$ cat config.mk
export PLATFORM = sky130hd
export DESIGN_NAME = d05200_otp_ctrl
export DESIGN_NICKNAME = d
export VERILOG_FILES = /design/src/rtl/d05200_otp_ctrl.sv
export SDC_FILE = /design/constraint.sdc
export NUM_CORES = 1
export LEC_CHECK = 0
export CORE_ASPECT_RATIO = 2
export CORE_UTILIZATION = 55
export CTS_CLUSTER_SIZE = 16
export DETAILED_ROUTE_END_ITERATION = 10
export PLACE_DENSITY = 0.85
export SLEW_MARGIN = 5
export SYNTH_ARGS = -nofsm -noshare
export SYNTH_HDL_FRONTEND = slang
export SYNTH_SLANG_ARGS = --single-unit
$ cat constraint.sdc
create_clock -name clk -period 6.9 [get_ports clk]
set_input_delay 1.38 -clock clk [delete_from_list [all_inputs] [get_ports clk]]
set_output_delay 1.38 -clock clk [all_outputs]
set_load 0.03 [all_outputs]
$ cat src/rtl/d05200_otp_ctrl.sv
// OTP access sequencer: boots trim words into a shadow register after reset,
// then serves single-word reads and program-verify-retry requests.
module d05200_otp_ctrl #(
    parameter int unsigned ADDR_W     = 7,
    parameter int unsigned DATA_W     = 8,
    parameter int unsigned T_SU       = 2,
    parameter int unsigned T_RD       = 4,
    parameter int unsigned T_HD       = 1,
    parameter int unsigned T_PROG     = 200,
    parameter int unsigned MAX_RETRY  = 3,
    parameter int unsigned BOOT_WORDS = 4
) (
    input  logic                clk,
    input  logic                rst_n,
    input  logic                req,
    input  logic                wr,
    input  logic [ADDR_W-1:0]   addr,
    input  logic [DATA_W-1:0]   wdata,
    input  logic                prog_en,
    output logic                ack,
    output logic [DATA_W-1:0]   rdata,
    output logic                err,
    output logic                busy,
    output logic                boot_done,
    output logic [((BOOT_WORDS == 0) ? DATA_W : BOOT_WORDS*DATA_W)-1:0] shadow,
    output logic                otp_cs,
    output logic                otp_read,
    output logic                otp_prog,
    output logic [ADDR_W-1:0]   otp_addr,
    output logic [DATA_W-1:0]   otp_dati,
    input  logic [DATA_W-1:0]   otp_dato
);

    localparam int unsigned T_MAX_A = (T_SU > T_RD) ? T_SU : T_RD;
    localparam int unsigned T_MAX_B = (T_HD > T_PROG) ? T_HD : T_PROG;
    localparam int unsigned T_MAX   = (T_MAX_A > T_MAX_B) ? T_MAX_A : T_MAX_B;
    localparam int unsigned CNT_W   = $clog2(T_MAX + 1);
    localparam int unsigned RT_W    = $clog2(MAX_RETRY + 1);
    localparam int unsigned IDX_W   = ADDR_W + 1;

    typedef enum logic [3:0] {
        BOOT_SU, BOOT_RD, BOOT_HD, IDLE, SU, RD, PGM, HD, DONE
    } state_t;

    state_t              state_q, state_d;
    logic [CNT_W-1:0]    cnt_q, cnt_d;
    logic [RT_W-1:0]     retry_q, retry_d;
    logic [IDX_W-1:0]    boot_idx_q, boot_idx_d;
    logic                wr_q, wr_d;
    logic                abort_q, abort_d;
    logic                vfy_q, vfy_d;
    logic [DATA_W-1:0]   rd_buf_q, rd_buf_d;
    logic                prog_q, prog_d;
    logic                boot_done_d, err_d, ack_d, busy_d, cs_d, read_d;
    logic [ADDR_W-1:0]   addr_d;
    logic [DATA_W-1:0]   dati_d, rdata_d;
    logic                shadow_we;
    logic                su_end, rd_end, hd_end, pgm_end;

    // PROG is cut combinationally so losing VPP/unlock stops programming at once
    assign otp_prog = prog_q & prog_en;

    // Next-state, counters and next registered outputs
    always_comb begin
        state_d     = state_q;
        cnt_d       = cnt_q + CNT_W'(1);
        retry_d     = retry_q;
        boot_idx_d  = boot_idx_q;
        boot_done_d = boot_done;
        wr_d        = wr_q;
        abort_d     = abort_q;
        vfy_d       = vfy_q;
        rd_buf_d    = rd_buf_q;
        addr_d      = otp_addr;
        dati_d      = otp_dati;
        rdata_d     = rdata;
        err_d       = err;
        shadow_we   = 1'b0;

        su_end  = (cnt_q == CNT_W'(T_SU - 1));
        rd_end  = (cnt_q == CNT_W'(T_RD - 1));
        hd_end  = (cnt_q == CNT_W'(T_HD - 1));
        pgm_end = (cnt_q == CNT_W'(T_PROG - 1));

        case (state_q)
            IDLE, DONE: begin
                state_d = IDLE;
                cnt_d   = '0;
                if (!boot_done) begin
                    if (boot_idx_q == IDX_W'(BOOT_WORDS)) begin
                        boot_done_d = 1'b1;
                    end else begin
                        state_d = BOOT_SU;
                        addr_d  = ADDR_W'(boot_idx_q);
                        dati_d  = '0;
                    end
                end else if (req) begin
                    wr_d    = wr;
                    addr_d  = addr;
                    err_d   = 1'b0;
                    abort_d = 1'b0;
                    vfy_d   = 1'b0;
                    retry_d = '0;
                    dati_d  = wr ? wdata : '0;
                    if (wr && !prog_en) begin
                        state_d = DONE;
                        err_d   = 1'b1;
                    end else begin
                        state_d = SU;
                    end
                end
            end
            BOOT_SU: begin
                if (su_end) begin
                    state_d = BOOT_RD;
                    cnt_d   = '0;
                end
            end
            BOOT_RD: begin
                if (rd_end) begin
                    shadow_we = 1'b1;
                    state_d   = BOOT_HD;
                    cnt_d     = '0;
                end
            end
            BOOT_HD: begin
                if (hd_end) begin
                    state_d    = IDLE;
                    cnt_d      = '0;
                    boot_idx_d = boot_idx_q + IDX_W'(1);
                    if (boot_idx_q == IDX_W'(BOOT_WORDS - 1)) boot_done_d = 1'b1;
                end
            end
            SU, PGM, RD: begin
                if (wr_q && !prog_en) begin
                    state_d = HD;
                    cnt_d   = '0;
                    abort_d = 1'b1;
                end else if (state_q == SU && su_end) begin
                    state_d = wr_q ? PGM : RD;
                    cnt_d   = '0;
                end else if (state_q == PGM && pgm_end) begin
                    state_d = HD;
                    cnt_d   = '0;
                end else if (state_q == RD && rd_end) begin
                    rd_buf_d = otp_dato;
                    state_d  = HD;
                    cnt_d    = '0;
                end
            end
            HD: begin
                if (wr_q && !prog_en) abort_d = 1'b1;
                if (hd_end) begin
                    cnt_d = '0;
                    if (!wr_q) begin
                        state_d = DONE;
                        rdata_d = rd_buf_q;
                    end else if (abort_q || !prog_en) begin
                        state_d = DONE;
                        err_d   = 1'b1;
                    end else if (!vfy_q) begin
                        state_d = RD;
                        vfy_d   = 1'b1;
                    end else if ((rd_buf_q & otp_dati) == otp_dati) begin
                        state_d = DONE;
                        rdata_d = rd_buf_q;
                    end else begin
                        retry_d = retry_q + RT_W'(1);
                        if ((retry_q + RT_W'(1)) < RT_W'(MAX_RETRY)) begin
                            state_d = SU;
                            vfy_d   = 1'b0;
                        end else begin
                            state_d = DONE;
                            rdata_d = rd_buf_q;
                            err_d   = 1'b1;
                        end
                    end
                end
            end
            default: begin
                state_d = IDLE;
                cnt_d   = '0;
            end
        endcase

        cs_d   = state_d inside {BOOT_SU, BOOT_RD, BOOT_HD, SU, RD, PGM, HD};
        read_d = state_d inside {BOOT_RD, RD};
        prog_d = (state_d == PGM);
        ack_d  = (state_d == DONE);
        busy_d = !boot_done_d || (state_d inside {SU, RD, PGM, HD});
    end

    // State, sequencing registers, registered outputs and shadow capture
    always_ff @(posedge clk or negedge rst_n) begin
        if (!rst_n) begin
            state_q    <= IDLE;
            cnt_q      <= '0;
            retry_q    <= '0;
            boot_idx_q <= '0;
            wr_q       <= 1'b0;
            abort_q    <= 1'b0;
            vfy_q      <= 1'b0;
            rd_buf_q   <= '0;
            prog_q     <= 1'b0;
            boot_done  <= 1'b0;
            err        <= 1'b0;
            ack        <= 1'b0;
            busy       <= 1'b0;
            otp_cs     <= 1'b0;
            otp_read   <= 1'b0;
            otp_addr   <= '0;
            otp_dati   <= '0;
            rdata      <= '0;
            shadow     <= '0;
        end else begin
            state_q    <= state_d;
            cnt_q      <= cnt_d;
            retry_q    <= retry_d;
            boot_idx_q <= boot_idx_d;
            wr_q       <= wr_d;
            abort_q    <= abort_d;
            vfy_q      <= vfy_d;
            rd_buf_q   <= rd_buf_d;
            prog_q     <= prog_d;
            boot_done  <= boot_done_d;
            err        <= err_d;
            ack        <= ack_d;
            busy       <= busy_d;
            otp_cs     <= cs_d;
            otp_read   <= read_d;
            otp_addr   <= addr_d;
            otp_dati   <= dati_d;
            rdata      <= rdata_d;
            if (shadow_we) begin
                for (int unsigned k = 0; k < BOOT_WORDS; k++) begin
                    if (boot_idx_q == IDX_W'(k)) shadow[k*DATA_W +: DATA_W] <= otp_dato;
                end
            end
        end
    end

endmodule

==> results.sh <==
export IMPL_setup_tns_final_ps=0
export IMPL_nets=514
export IMPL_holdWs_ps=476
export IMPL_fin_ws_ps=2610
export IMPL_vdd_ir_drop_max_mv=0.256
export IMPL_rrSetupSlack_ps=4040
export IMPL_boundaryPins=90
export IMPL_cts_hold_buffers=0
export IMPL_netlist_area_um2=4410
export IMPL_fp_dieW_um=65.3
export IMPL_timing_rr_end="shadow[13]"
export IMPL_rr_worst_depth=6
export IMPL_cp_start_kind="input port"
export IMPL_critPathMaxStageDelay_ps=670
export IMPL_hold_depth=1
export IMPL_p_per_area_nw_per_um2=368
export IMPL_tightest_slew_ps=1020
export IMPL_clock_skew_ps=4.57
export IMPL_cp_num_buf_inv=2
export IMPL_ys_seq_area_frac=0.540
export IMPL_fmax_mhz=233
export IMPL_dr_pass1_iters=4
export IMPL_num_vias=3438
export IMPL_cpMaxStageDelayCell="clkdlybuf4s50_1"
export IMPL_critical_path_class="in2out"
export IMPL_slew_headroom=0.321
export IMPL_grt_pass1_wl_um=18100
export IMPL_async_flop_share=1.00
export IMPL_reg2reg_from="cnt_q[3]"
export IMPL_drt_first_iter_violations=185
export IMPL_grt_max_degree=59
export IMPL_nFillCells=535
export IMPL_synth_edf_count=0
export IMPL_finalHoldViolations=0
export IMPL_core_um2=7660
export IMPL_rsz0062_at_grt="no"
export IMPL_status="completed"
export IMPL_area_growth_pct=29.1
export IMPL_wl_per_cell_um=19.6
export IMPL_wirelength_um=11300
export IMPL_path_depth=3
export IMPL_worstHoldStart="boot_idx_q[7]"
export IMPL_rows=45
export IMPL_drc=0
export IMPL_dp_cells=561
export IMPL_critPathTopFamily="buffers and inverters"
export IMPL_endpoint_kind="primary output"
export IMPL_syn_num_nets=427
export IMPL_cp_max_fo=8
export IMPL_postSynthAreaPerCell_um2=11.3
export IMPL_yosys_warnings=0
export IMPL_cts_buffer_depth=2
export IMPL_ant_nets=0
export IMPL_power_leakage_uw=0.00254
export IMPL_post_cts_setup_buffer_count=0
export IMPL_period_share=0.621
export IMPL_dp_hpwl_um=8180
export IMPL_synth_seq_cells=95
export IMPL_final_cell_count_no_fill=577
export IMPL_worstPathArrival_ps=2910
export IMPL_antenna_found_initial=0
export IMPL_hp_class="reg2reg"
export IMPL_worstPathCellList="clkdlybuf4s50_1, and2_1, clkdlybuf4s50_1"
export IMPL_worst_endpoint_required_ps=5520
export IMPL_die_y_um=129
export IMPL_clk_pin_slew_ps=60
export IMPL_cts_tree="yes"
export IMPL_dieArea_um2=8400
export IMPL_cts_buffers=9
export IMPL_antenna_cells=0
export IMPL_period_needed_ps=4290
export IMPL_drv_slew=0
export IMPL_grt_pass1_vias=3657
export IMPL_synth_cell_type_count=52
export IMPL_drv_cap=0
export IMPL_syn_inst=391
export IMPL_postCtsResizedCells=0
export IMPL_synthFlopType="dfrtp_1"
export IMPL_port_buffers=89
export IMPL_grtUsageTotal=0.288
export IMPL_cts_root_buf="clkbuf_16"
export IMPL_initial_utilization=0.576
export IMPL_hold_path_end="boot_idx_q[7]"
export IMPL_setup_viol=0
export IMPL_cpMostUsedCell="clkdlybuf4s50_1"
export IMPL_gp_congestion=0.912
export IMPL_grt_remaining_overflow=0
export IMPL_clock_latency_ps=340
export IMPL_drive_above_1_share=0.170
export IMPL_place_ws_ps=2620
export IMPL_via_per_inst=5.96
export IMPL_cts_num_sinks=95
export IMPL_cts_htree_levels=3
## registers in the layout, indices dropped and copies added, names as in the netlist, 4 cells and up
| signal | count |
|---|---|
| rdata | 8 |
| otp_dati | 8 |
| boot_idx_q | 8 |
| state_q | 4 |
| rd_buf_q | 8 |
| cnt_q | 8 |
| otp_addr | 7 |
| shadow | 32 |
## Yosys cell counts, types with 7 or more instances
| cell | n | area share |
|---|---|---|
| nand2_1 | 35 | 0.030 |
| nand3_1 | 16 | 0.018 |
| dfrtp_1 | 93 | 0.53 |
| clkbuf_1 | 13 | 0.011 |
| xnor2_1 | 7 | 0.014 |
| nor2_1 | 19 | 0.016 |
| o21ai_0 | 24 | 0.027 |
| nor3_1 | 9 | 0.010 |
| inv_1 | 22 | 0.019 |
| mux2_2 | 50 | 0.13 |
| a21oi_1 | 9 | 0.010 |
| ha_1 | 8 | 0.023 |
| mux2i_1 | 8 | 0.018 |
## stage by stage
stage | cell area [um2] | power, uW | util
detailed placement | 5370 | 1560 | 0.701
global route | 5690 | 2200 | 0.743
CTS | 5690 | 2090 | 0.743
finish | 5690 | 2090 | 0.743
global placement | 5370 | 1540 | 0.701
floorplan | 4410 | 1270 | -
## kinds of logic after synthesis
logic type	Yosys count	synth area share
xor gates and xnor gates	13	0.0258
muxes	59	0.148
DFF	95	0.540
and+or+nand+nor	117	0.139
adders and majority gates	8	0.0227
AOI/OAI and AO/OA	63	0.0936
buffers and inverters	36	0.0306
## power breakdown
| part | internal [uW] | switching [uW] | total (uW) |
|---|---|---|---|
| sequential | 675 | 121 | 796 |
| clock | 319 | 213 | 532 |
| combinational | 308 | 458 | 765 |
## layout make-up
class	instances	area, um2	area share
Sequential cell	95	2380	0.418
Tap cell	94	118	0.0207
Clock inverter	7	95.1	0.0167
Clock buffer	9	225	0.0396
Timing Repair Buffer	90	896	0.157
Inverter	22	82.6	0.0145
Multi-Input combinational cell	260	1890	0.333
## worst reg2reg max path, cell delays in order (launching register included)
cell,delay [ps]
dfrtp_1,430
or3_4,420
nor4_1,690
nand2_1,200
nor4_4,360
nand2_2,270
mux2_1,370
## cell usage in the layout (no fill, tap or decap), types with 3 or more instances in the layout
| master | synthesis | final |
|---|---|---|
| nand3_1 | 16 | 16 |
| nand4_1 | 4 | 4 |
| o32ai_1 | 3 | 3 |
| xnor2_1 | 7 | 7 |
| dfrtp_1 | 93 | 93 |
| nor4_1 | 3 | 3 |
| o21ai_0 | 24 | 24 |
| nand2b_1 | 3 | 3 |
| clkdlybuf4s50_1 | 0 | 88 |
| nor2_1 | 19 | 19 |
| a31oi_1 | 4 | 4 |
| xor2_1 | 6 | 6 |
| o22ai_1 | 5 | 5 |
| nor3_1 | 9 | 9 |
| ha_1 | 8 | 8 |
| nand2_1 | 35 | 35 |
| and3_1 | 4 | 4 |
| mux2_2 | 50 | 50 |
| nor2b_1 | 3 | 3 |
| a21oi_1 | 9 | 9 |
| inv_1 | 22 | 22 |
| nor4b_1 | 3 | 3 |
| clkbuf_16 | 0 | 9 |
| nand2_2 | 4 | 4 |
| mux2i_1 | 8 | 8 |
## how the worst max path moves through the flow
stage	start	to	slack (ps)
6_report	prog_en	otp_prog	2610
5_1_grt	prog_en	otp_prog	2580
4_1_cts	prog_en	otp_prog	2610
3_5_place_dp	prog_en	otp_prog	2620
3_3_place_gp	prog_en	otp_prog	2620
2_1_floorplan	prog_en	otp_prog	3860
## metal layers
layer	vias up	part of all wire	global-route usage
met5	-	0	0
met1	1718	0.35	0.314
met3	39	0.056	0.0683
met2	124	0.54	0.498
met4	0	0.048	0.168
li1	1557	-	-
No activity file was read; power rests on OpenSTA's default activity.
